File: src/rtl/fifo_selftest.sv
// fifo_selftest: synchronous FIFO with built-in pattern writer, reader and data checker.
// Ports:
//   sys_clk_i, sys_rst_n_i      clock, asynchronous active-low reset
//   start_i, mode_i             run request (ignored while busy); 0 = burst, 1 = streaming
//   err_inject_i                flips bit 0 of the next written word
//   busy_o, done_o, pass_o      run status; pass_o holds until the next accepted start
//   err_cnt_o                   saturating count of mismatched words
//   level_o, full_o, empty_o, almost_full_o, almost_empty_o   registered FIFO status
//   overflow_o, underflow_o     sticky illegal-access flags, cleared by start
module fifo_selftest #(
  parameter int DATA_W   = 8,
  parameter int DEPTH    = 16,
  parameter int ROUNDS   = 2,
  parameter int AF_LEVEL = DEPTH - 2,
  parameter int AE_LEVEL = 2
) (
  input  logic                     sys_clk_i,
  input  logic                     sys_rst_n_i,
  input  logic                     start_i,
  input  logic                     mode_i,
  input  logic                     err_inject_i,
  output logic                     busy_o,
  output logic                     done_o,
  output logic                     pass_o,
  output logic [15:0]              err_cnt_o,
  output logic [$clog2(DEPTH):0]   level_o,
  output logic                     full_o,
  output logic                     empty_o,
  output logic                     almost_full_o,
  output logic                     almost_empty_o,
  output logic                     overflow_o,
  output logic                     underflow_o
);
  localparam int AW    = $clog2(DEPTH);
  localparam int TOTAL = ROUNDS * DEPTH;
  localparam int CW    = $clog2(TOTAL + 1);
  localparam logic [CW-1:0] LAST = CW'(TOTAL - 1);
  localparam logic [CW-1:0] TOT  = CW'(TOTAL);
  localparam logic [AW:0]   LV_FULL = (AW+1)'(DEPTH);
  localparam logic [AW:0]   AF = (AW+1)'(AF_LEVEL);
  localparam logic [AW:0]   AE = (AW+1)'(AE_LEVEL);

  typedef enum logic [1:0] {W_IDLE, W_RUN, W_HOLD, W_DONE} w_t;
  typedef enum logic [1:0] {R_IDLE, R_WAIT, R_RUN, R_DONE} r_t;

  w_t ws_q, ws_d;
  r_t rs_q, rs_d;
  logic [DATA_W-1:0] mem [DEPTH];
  logic [DATA_W-1:0] rdata_q, wpat_q, wpat_d, exp_q, exp_d, wdata;
  logic [AW:0] wptr_q, wptr_d, rptr_q, rptr_d, lvl_q, lvl_d;
  logic [CW-1:0] wcnt_q, wcnt_d, rcnt_q, rcnt_d;
  logic [15:0] err_q, err_d;
  logic full_q, empty_q, af_q, ae_q;
  logic mode_q, mode_d, busy_q, busy_d, done_q, done_d, pass_q, pass_d;
  logic inj_q, inj_d, chk_q, last_q, last_d, ovf_q, ovf_d, udf_q, udf_d;
  logic start_ok, wr_req, rd_req, wr_ok, rd_ok, inj;

  always_comb begin
    start_ok = start_i & ~busy_q;
    // burst writes are not gated by full so a controller fault surfaces as overflow
    wr_req = (ws_q == W_RUN) && (!mode_q || !full_q);
    rd_req = (rs_q == R_RUN) && !empty_q;
    wr_ok = wr_req && !full_q;
    rd_ok = rd_req && !empty_q;
    inj = inj_q | err_inject_i;
    wdata = {wpat_q[DATA_W-1:1], wpat_q[0] ^ inj};
    wptr_d = wptr_q + {{AW{1'b0}}, wr_ok};
    rptr_d = rptr_q + {{AW{1'b0}}, rd_ok};
    lvl_d = wptr_d - rptr_d;
    wcnt_d = start_ok ? '0 : wr_ok ? wcnt_q + 1'b1 : wcnt_q;
    rcnt_d = start_ok ? '0 : rd_ok ? rcnt_q + 1'b1 : rcnt_q;
    wpat_d = start_ok ? '0 : wr_ok ? wpat_q + 1'b1 : wpat_q;
    exp_d = start_ok ? '0 : chk_q ? exp_q + 1'b1 : exp_q;
    last_d = rd_ok && (rcnt_q == LAST);
    done_d = chk_q && last_q;
    err_d = start_ok ? '0 : (chk_q && rdata_q != exp_q && err_q != '1) ? err_q + 16'd1 : err_q;
    busy_d = start_ok ? 1'b1 : done_d ? 1'b0 : busy_q;
    pass_d = start_ok ? 1'b0 : done_d ? (err_d == '0) : pass_q;
    mode_d = start_ok ? mode_i : mode_q;
    inj_d = wr_ok ? 1'b0 : inj;
    ovf_d = start_ok ? 1'b0 : ovf_q | (wr_req && full_q);
    udf_d = start_ok ? 1'b0 : udf_q | (rd_req && empty_q);
  end

  always_comb begin
    ws_d = ws_q;
    case (ws_q)
      W_RUN:  ws_d = (wr_ok && mode_q && wcnt_q == LAST) ? W_DONE :
                     (wr_ok && !mode_q && &wcnt_q[AW-1:0]) ? W_HOLD : W_RUN;
      W_HOLD: ws_d = !empty_q ? W_HOLD : (wcnt_q == TOT) ? W_DONE : W_RUN;
      default: ws_d = start_ok ? W_RUN : busy_q ? ws_q : W_IDLE;
    endcase
  end

  always_comb begin
    rs_d = rs_q;
    case (rs_q)
      R_WAIT: rs_d = full_q ? R_RUN : R_WAIT;
      R_RUN:  rs_d = last_d ? R_DONE : (!mode_q && empty_q) ? R_WAIT : R_RUN;
      default: rs_d = start_ok ? (mode_i ? R_RUN : R_WAIT) : busy_q ? rs_q : R_IDLE;
    endcase
  end

  always_ff @(posedge sys_clk_i) begin
    if (wr_ok) mem[wptr_q[AW-1:0]] <= wdata;
    if (rd_ok) rdata_q <= mem[rptr_q[AW-1:0]];
  end

  always_ff @(posedge sys_clk_i or negedge sys_rst_n_i) begin
    if (!sys_rst_n_i) begin
      ws_q <= W_IDLE;
      rs_q <= R_IDLE;
      wptr_q <= '0;
      rptr_q <= '0;
      lvl_q <= '0;
      full_q <= 1'b0;
      empty_q <= 1'b1;
      af_q <= 1'b0;
      ae_q <= 1'b1;
      wcnt_q <= '0;
      rcnt_q <= '0;
      wpat_q <= '0;
      exp_q <= '0;
      err_q <= '0;
      mode_q <= 1'b0;
      busy_q <= 1'b0;
      done_q <= 1'b0;
      pass_q <= 1'b0;
      inj_q <= 1'b0;
      chk_q <= 1'b0;
      last_q <= 1'b0;
      ovf_q <= 1'b0;
      udf_q <= 1'b0;
    end else begin
      ws_q <= ws_d;
      rs_q <= rs_d;
      wptr_q <= wptr_d;
      rptr_q <= rptr_d;
      lvl_q <= lvl_d;
      full_q <= lvl_d == LV_FULL;
      empty_q <= lvl_d == '0;
      af_q <= lvl_d >= AF;
      ae_q <= lvl_d <= AE;
      wcnt_q <= wcnt_d;
      rcnt_q <= rcnt_d;
      wpat_q <= wpat_d;
      exp_q <= exp_d;
      err_q <= err_d;
      mode_q <= mode_d;
      busy_q <= busy_d;
      done_q <= done_d;
      pass_q <= pass_d;
      inj_q <= inj_d;
      chk_q <= rd_ok;
      last_q <= last_d;
      ovf_q <= ovf_d;
      udf_q <= udf_d;
    end
  end

  assign busy_o = busy_q;
  assign done_o = done_q;
  assign pass_o = pass_q;
  assign err_cnt_o = err_q;
  assign level_o = lvl_q;
  assign full_o = full_q;
  assign empty_o = empty_q;
  assign almost_full_o = af_q;
  assign almost_empty_o = ae_q;
  assign overflow_o = ovf_q;
  assign underflow_o = udf_q;
endmodule
File: config.mk
export PLATFORM = sky130hd
export DESIGN_NAME = fifo_selftest
export DESIGN_NICKNAME = d
export VERILOG_FILES = /design/src/rtl/fifo_selftest.sv
export SDC_FILE = /design/constraint.sdc
export NUM_CORES = 1
export LEC_CHECK = 0
export BUFFER_PORTS_ARGS = -buffer_cell sky130_fd_sc_hd__buf_2
export CORE_MARGIN = 2
export CORE_UTILIZATION = 40
export DETAILED_ROUTE_END_ITERATION = 8
export PLACE_DENSITY = 0.55
export SYNTH_ARGS = -nofsm -noshare
export SYNTH_HDL_FRONTEND = slang
export SYNTH_SLANG_ARGS = --single-unit
File: constraint.sdc
create_clock -name sys_clk_i -period 3.9 [get_ports sys_clk_i]
set_clock_uncertainty 0.2 [all_clocks]
set_input_delay 0.78 -clock sys_clk_i [delete_from_list [all_inputs] [get_ports sys_clk_i]]
set_output_delay 0.78 -clock sys_clk_i [all_outputs]
set_load 0.02 [all_outputs]
Word level (Yosys, flattened, before mapping)
Memory sizes are Yosys's and may differ from the RTL's. A register that Yosys moved wholly into a read port is not among the register bits.
Index checks and enable logic that the tools add are counted.

storage, ports and cells
  register bits after elaboration = 76
  bits in writable memories = 128
  input port bits = 5
  word-level logic and storage cells = 110
  memories kept = 1

memory list
  name  depth  width  rd ports  clocked after memory_dff  wr ports  RTL line  text
  mem   16     8      1         1                         1         48        logic [DATA_W-1:0] mem [DEPTH];

cells by class
  add/subtract/negate cells = 8
  magnitude comparators = 2
  eq/ne operators = 12
  muxes and demuxes = 32
  bitwise logic cells = 6
  reduce and logical (&&, ||, !) cells = 26

operator list
  operator                 count
  $mux W16                 2
  $mux W8                  4
  $mux W6                  4
  $mux W2                  11
  $add A16 B1 Y16 const B  1
  $add A8 B1 Y8 const B    2
  $logic_not A16 Y1        1
  $ne A16 B16 Y1 const B   1
  $logic_and A1 B1 Y1      15
  $add A6 B1 Y6 const B    2
  $eq A6 B5 Y1 const B     2
  $add A5 B1 Y5            2
  $mux W1                  9
  $ne A4 B1 Y1 const B     2
  $ne A8 B8 Y1             1
  $pmux W2 S2              2
  $reduce_bool A2 Y1       4
  $eq A6 B6 Y1 const B     1
  $eq A5 B5 Y1 const B     1
  $ge A5 B4 Y1 const B     1
  $le A5 B2 Y1 const B     1
  $logic_not A5 Y1         1
  $sub A5 B5 Y5            1
  $eq A2 B1 Y1 const B     2
  8 further kinds          13

Logic depth before layout (Yosys ltp)
  depth in word-level cells = 9
  gate-level depth with buffers = 15
  depth with buffers taken out = 13

Least setup slack after synthesis
No wires, ideal clock.

  kind = register to register
  start = reg rs_q[0]
  end = reg ae_q (netlist: almost_empty_o)
  library setup time = 121 ps
  data arrival time = 3,150 ps
  data required time = 3,579 ps
  setup slack = 428 ps
  stages on the path, launching flop included = 14
  buffers on the path = 1
  clock period less this slack = 3,472 ps
  path through = dfrtp_1 -> inv_1 -> ha_1 -> nor2b_1 -> clkbuf_1 -> ha_1 -> ha_1 -> xnor2_1 -> ha_1 -> nor2_1 -> o21ai_1 -> a21oi_1 -> xor3_1 -> a2111oi_0

on the way
  longest elaborated chain between the ends = 6

ends and longest elaborated chain
  item                      RTL line  text
  start: declaration        47        r_t rs_q, rs_d;
  start signal: assignment  136       rs_q <= rs_d;
  $eq A2 B2 Y1              62        rd_req = (rs_q == R_RUN) && !empty_q;
  $logic_and A1 B1 Y1       62
  $logic_and A1 B1 Y1       64        rd_ok = rd_req && !empty_q;
  via rd_ok                 56        logic start_ok, wr_req, rd_req, wr_ok, rd_ok, inj;
  $add A5 B1 Y5             68        rptr_d = rptr_q + {{AW{1'b0}}, rd_ok};
  via rptr_d[1]             50        logic [AW:0] wptr_q, wptr_d, rptr_q, rptr_d, lvl_q, lvl_d;
  $sub A5 B5 Y5             69        lvl_d = wptr_d - rptr_d;
  via lvl_d[4]              50
  $le A5 B2 Y1              143       ae_q <= lvl_d <= AE;
  end signal: assignment    119       ae_q <= 1'b1;
  end signal: assignment    143
  end: declaration          53        logic full_q, empty_q, af_q, ae_q;

The timed path passes the listed nets, and every way through them passes these cells.
A chain may end at the register's enable or synchronous reset.

Worst setup path after layout
  start = reg rs_q[0]
  end = reg ae_q (netlist: almost_empty_o)

on the way
  longest elaborated chain between the ends = 6

ends and longest elaborated chain
  item                 RTL line
  $eq A2 B2 Y1         62
  $logic_and A1 B1 Y1  62
  $logic_and A1 B1 Y1  64
  $add A5 B1 Y5        68
  via rptr_d[1]        50
  $sub A5 B5 Y5        69
  via lvl_d[4]         50
  $le A5 B2 Y1         143

The timed path passes the listed nets, and every way through them passes these cells.

==> metrics.txt <==
worst reg2reg startpoint rs_q[0]; clk root buf clkbuf_16; area occupied by multi-input gates 3020 µm²; Post-Place Cells 916; Leak 3.88 nW; status finished clean; worst endpoint data arrival time 3610 ps; fin crit period 3420 ps; number of synthesized flops with an enable pin 136; vias in the first global route 5310; Final setup violation count 0; CTS Sinks 212; number of post-CTS setup repair buffers 0; fillers 1975; largest net degree at the start of global routing 77; CTS clock-pin slew for the worst setup and hold paths 60 ps; syn nets 637; Fmax 293 MHz; final non-filler cell total 960; Slew headroom 35.0%; worst reg2reg setup slack 480 ps; die area 24300 µm²; # IOs 35; Setup TNS 0 ps; Worst Tran Pin Value 976 ps; Die X 156 µm; crit path max fanout 5; routed vias/inst 5.40; peak supply drop 0.683 mV; Unique masters post-synth 65; Syn Std Cell Area 9230 µm²; Worst-Skew Late Latency 530 ps; DRT Pass-1 Iters 4; startpoint types flip-flop; Synth-to-Final Area Change 13.9%; Initial Util 40.8%; PortBufs 34; Die H 156 µm; Max Slew Vio Count 0; Total Routing Usage GR 16.1%; cts repair resizes 0; CP Data Required Time 4090 ps; Synth Instances 613; gpl congestion 0.777; Num CTS Buffers 24; fin crit share 87.6%; gr ovfl total 0; top_reg_cell synth edfxtp_1; Reg2Reg Depth 12; nets 681; diode count 0; Core Region 22600 µm²; remaining antenna violation count 0; Hold Buf Count CTS 0; H-tree levels 1; 1st-iter DRT viols 348; critical path class flip-flop to flip-flop; YS warnings 0; final wirelength 18.9 mm; Synth Area per Inst 15.1 µm²; Fin. Hold Viols 0; flops & latches, synth 212; register area 5990 µm²; RSZ-0062 raised after global routing false; placed wire-length estimate 12.3 mm; vias post-DR 5181; Power Density 897 nW/µm²; post-synthesis sequential area ratio 64.9%; ys async rst share 35.8%; first-pass GRT wire length 30.3 mm; deepest clock path buffer count 3; WL/cell 19.7 µm; layout cells sized above 1 21.3%; antenna violations before repair 0; Hold Path Class primary input to asynchronous set/reset pin; DRC errors left 0; CTS tree yes; Rows 55; r2r endpoint almost_empty_o; Crit. End Element flip-flop; Max-Cap Viols 0
-- synthesized netlist by cell type (3+ instances only) --
library cell | number | area share [%]
nor2b_1 | 4 | 0.27
clkbuf_1 | 14 | 0.57
inv_1 | 17 | 0.69
nor3b_1 | 3 | 0.24
nor4_1 | 5 | 0.34
nand2b_1 | 5 | 0.34
nor3_1 | 8 | 0.43
and2_1 | 3 | 0.20
xnor2_1 | 34 | 3.2
nand4_1 | 14 | 0.95
o21ai_0 | 12 | 0.65
dfrtp_1 | 74 | 20
nor2_1 | 66 | 2.7
and3_1 | 3 | 0.20
or4_1 | 3 | 0.24
mux4_2 | 40 | 9.8
buf_2 | 6 | 0.33
xor2_1 | 21 | 2.0
nand2_1 | 28 | 1.1
a21oi_1 | 19 | 1.0
buf_6 | 4 | 0.49
or3_1 | 6 | 0.41
edfxtp_1 | 136 | 44
and4_1 | 3 | 0.28
nand3_1 | 16 | 0.87
mux2i_1 | 3 | 0.33
ha_1 | 19 | 2.6
-- metal layers --
layer  up-vias  routed length [µm]  track usage, %
li1       2386                   -               -
met3        25                1020            2.61
met2       124                9280            27.3
met4         0                 354            3.58
met1      2646                8250            22.0
met5         -                   0               0
-- how the worst max path moves through the flow --
stage	from	endpoint	slack, ps	cells after the start
2_1_floorplan	rs_q[0]	almost_empty_o	430	13
5_1_grt	ws_q[1]	almost_empty_o	150	12
4_1_cts	rs_q[0]	almost_empty_o	450	12
6_report	rs_q[0]	almost_empty_o	480	12
3_5_place_dp	rs_q[0]	almost_empty_o	490	12
3_3_place_gp	ws_q[1]	almost_empty_o	710	12
-- metrics by stage --
stage	hold WS [ps]	utilization (%)	setup slack, ps	power [W]	cell area (µm²)
2_1_floorplan	244	-	428	0.00621	9230
3_3_place_gp	263	42.8	711	0.00710	9700
3_5_place_dp	266	42.8	486	0.00723	9700
4_1_cts	257	46.4	447	0.00955	10500
5_1_grt	291	46.4	151	0.0100	10500
6_report	217	46.4	484	0.00944	10500
-- logic make-up (layout without fill, tap and decap cells) --
group	after synthesis	after routing	share of synthesized area [%]
compound gates	53	53	3.81
mux	44	44	10.2
buf+inv	45	107	2.43
xor+xnor	56	56	5.48
flops	212	212	64.9
fa+ha+maj	19	19	2.58
simple gates	184	184	10.6
-- final cells by class --
class / count / area share (%)
flip-flops and latches: 212 / 57.0
well taps: 285 / 3.39
inverters: 17 / 0.607
clock inverters: 12 / 1.50
multi-input cells: 356 / 28.8
clock buffers: 32 / 6.28
repair buffers: 46 / 2.50
-- cells in the final DEF, fill, tap and decap left out, types with 5 or more instances in the layout --
| cell | netlist | final |
|---|---|---|
| or3_1 | 6 | 6 |
| ha_1 | 19 | 19 |
| clkbuf_16 | 0 | 24 |
| dfrtp_1 | 74 | 73 |
| clkbuf_1 | 14 | 5 |
| buf_4 | 2 | 13 |
| nor3_1 | 8 | 8 |
| nand2b_1 | 5 | 5 |
| nor4_1 | 5 | 5 |
| inv_1 | 17 | 17 |
| edfxtp_1 | 136 | 136 |
| clkinv_2 | 0 | 6 |
| nand2_1 | 28 | 28 |
| xor2_1 | 21 | 21 |
| buf_2 | 6 | 33 |
| nand3_1 | 16 | 16 |
| mux4_2 | 40 | 40 |
| o21ai_0 | 12 | 12 |
| nand4_1 | 14 | 14 |
| nor2_1 | 66 | 66 |
| xnor2_1 | 34 | 34 |
| a21oi_1 | 19 | 19 |
-- state kept, by name, indices dropped and copies added (netlist names), 2 cells and up --
name       count
rs_q           2
err_cnt_o     16
exp_q          8
wcnt_q         6
wptr_q         5
rptr_q         5
rcnt_q         6
level_o        5
wpat_q         8
ws_q           2
rdata_q        8
mem          128
-- worst max-delay path: stages, from the launching register on --
cell,delay [ps]
dfrtp_1,390
inv_1,90
ha_1,230
nor2b_1,230
ha_1,210
ha_1,270
xnor2_1,150
ha_1,200
nor2_1,160
o21ai_1,90
a21oi_1,190
xor3_1,400
a2111oi_0,450
-- power breakdown --
group | total (W) | switching (W) | internal (W)
Combinational | 0.00312 | 0.00169 | 0.00143
Clock | 0.00229 | 0.000897 | 0.00139
Sequential | 0.00402 | 0.000741 | 0.00328
No activity file was read; power rests on OpenSTA's default activity.
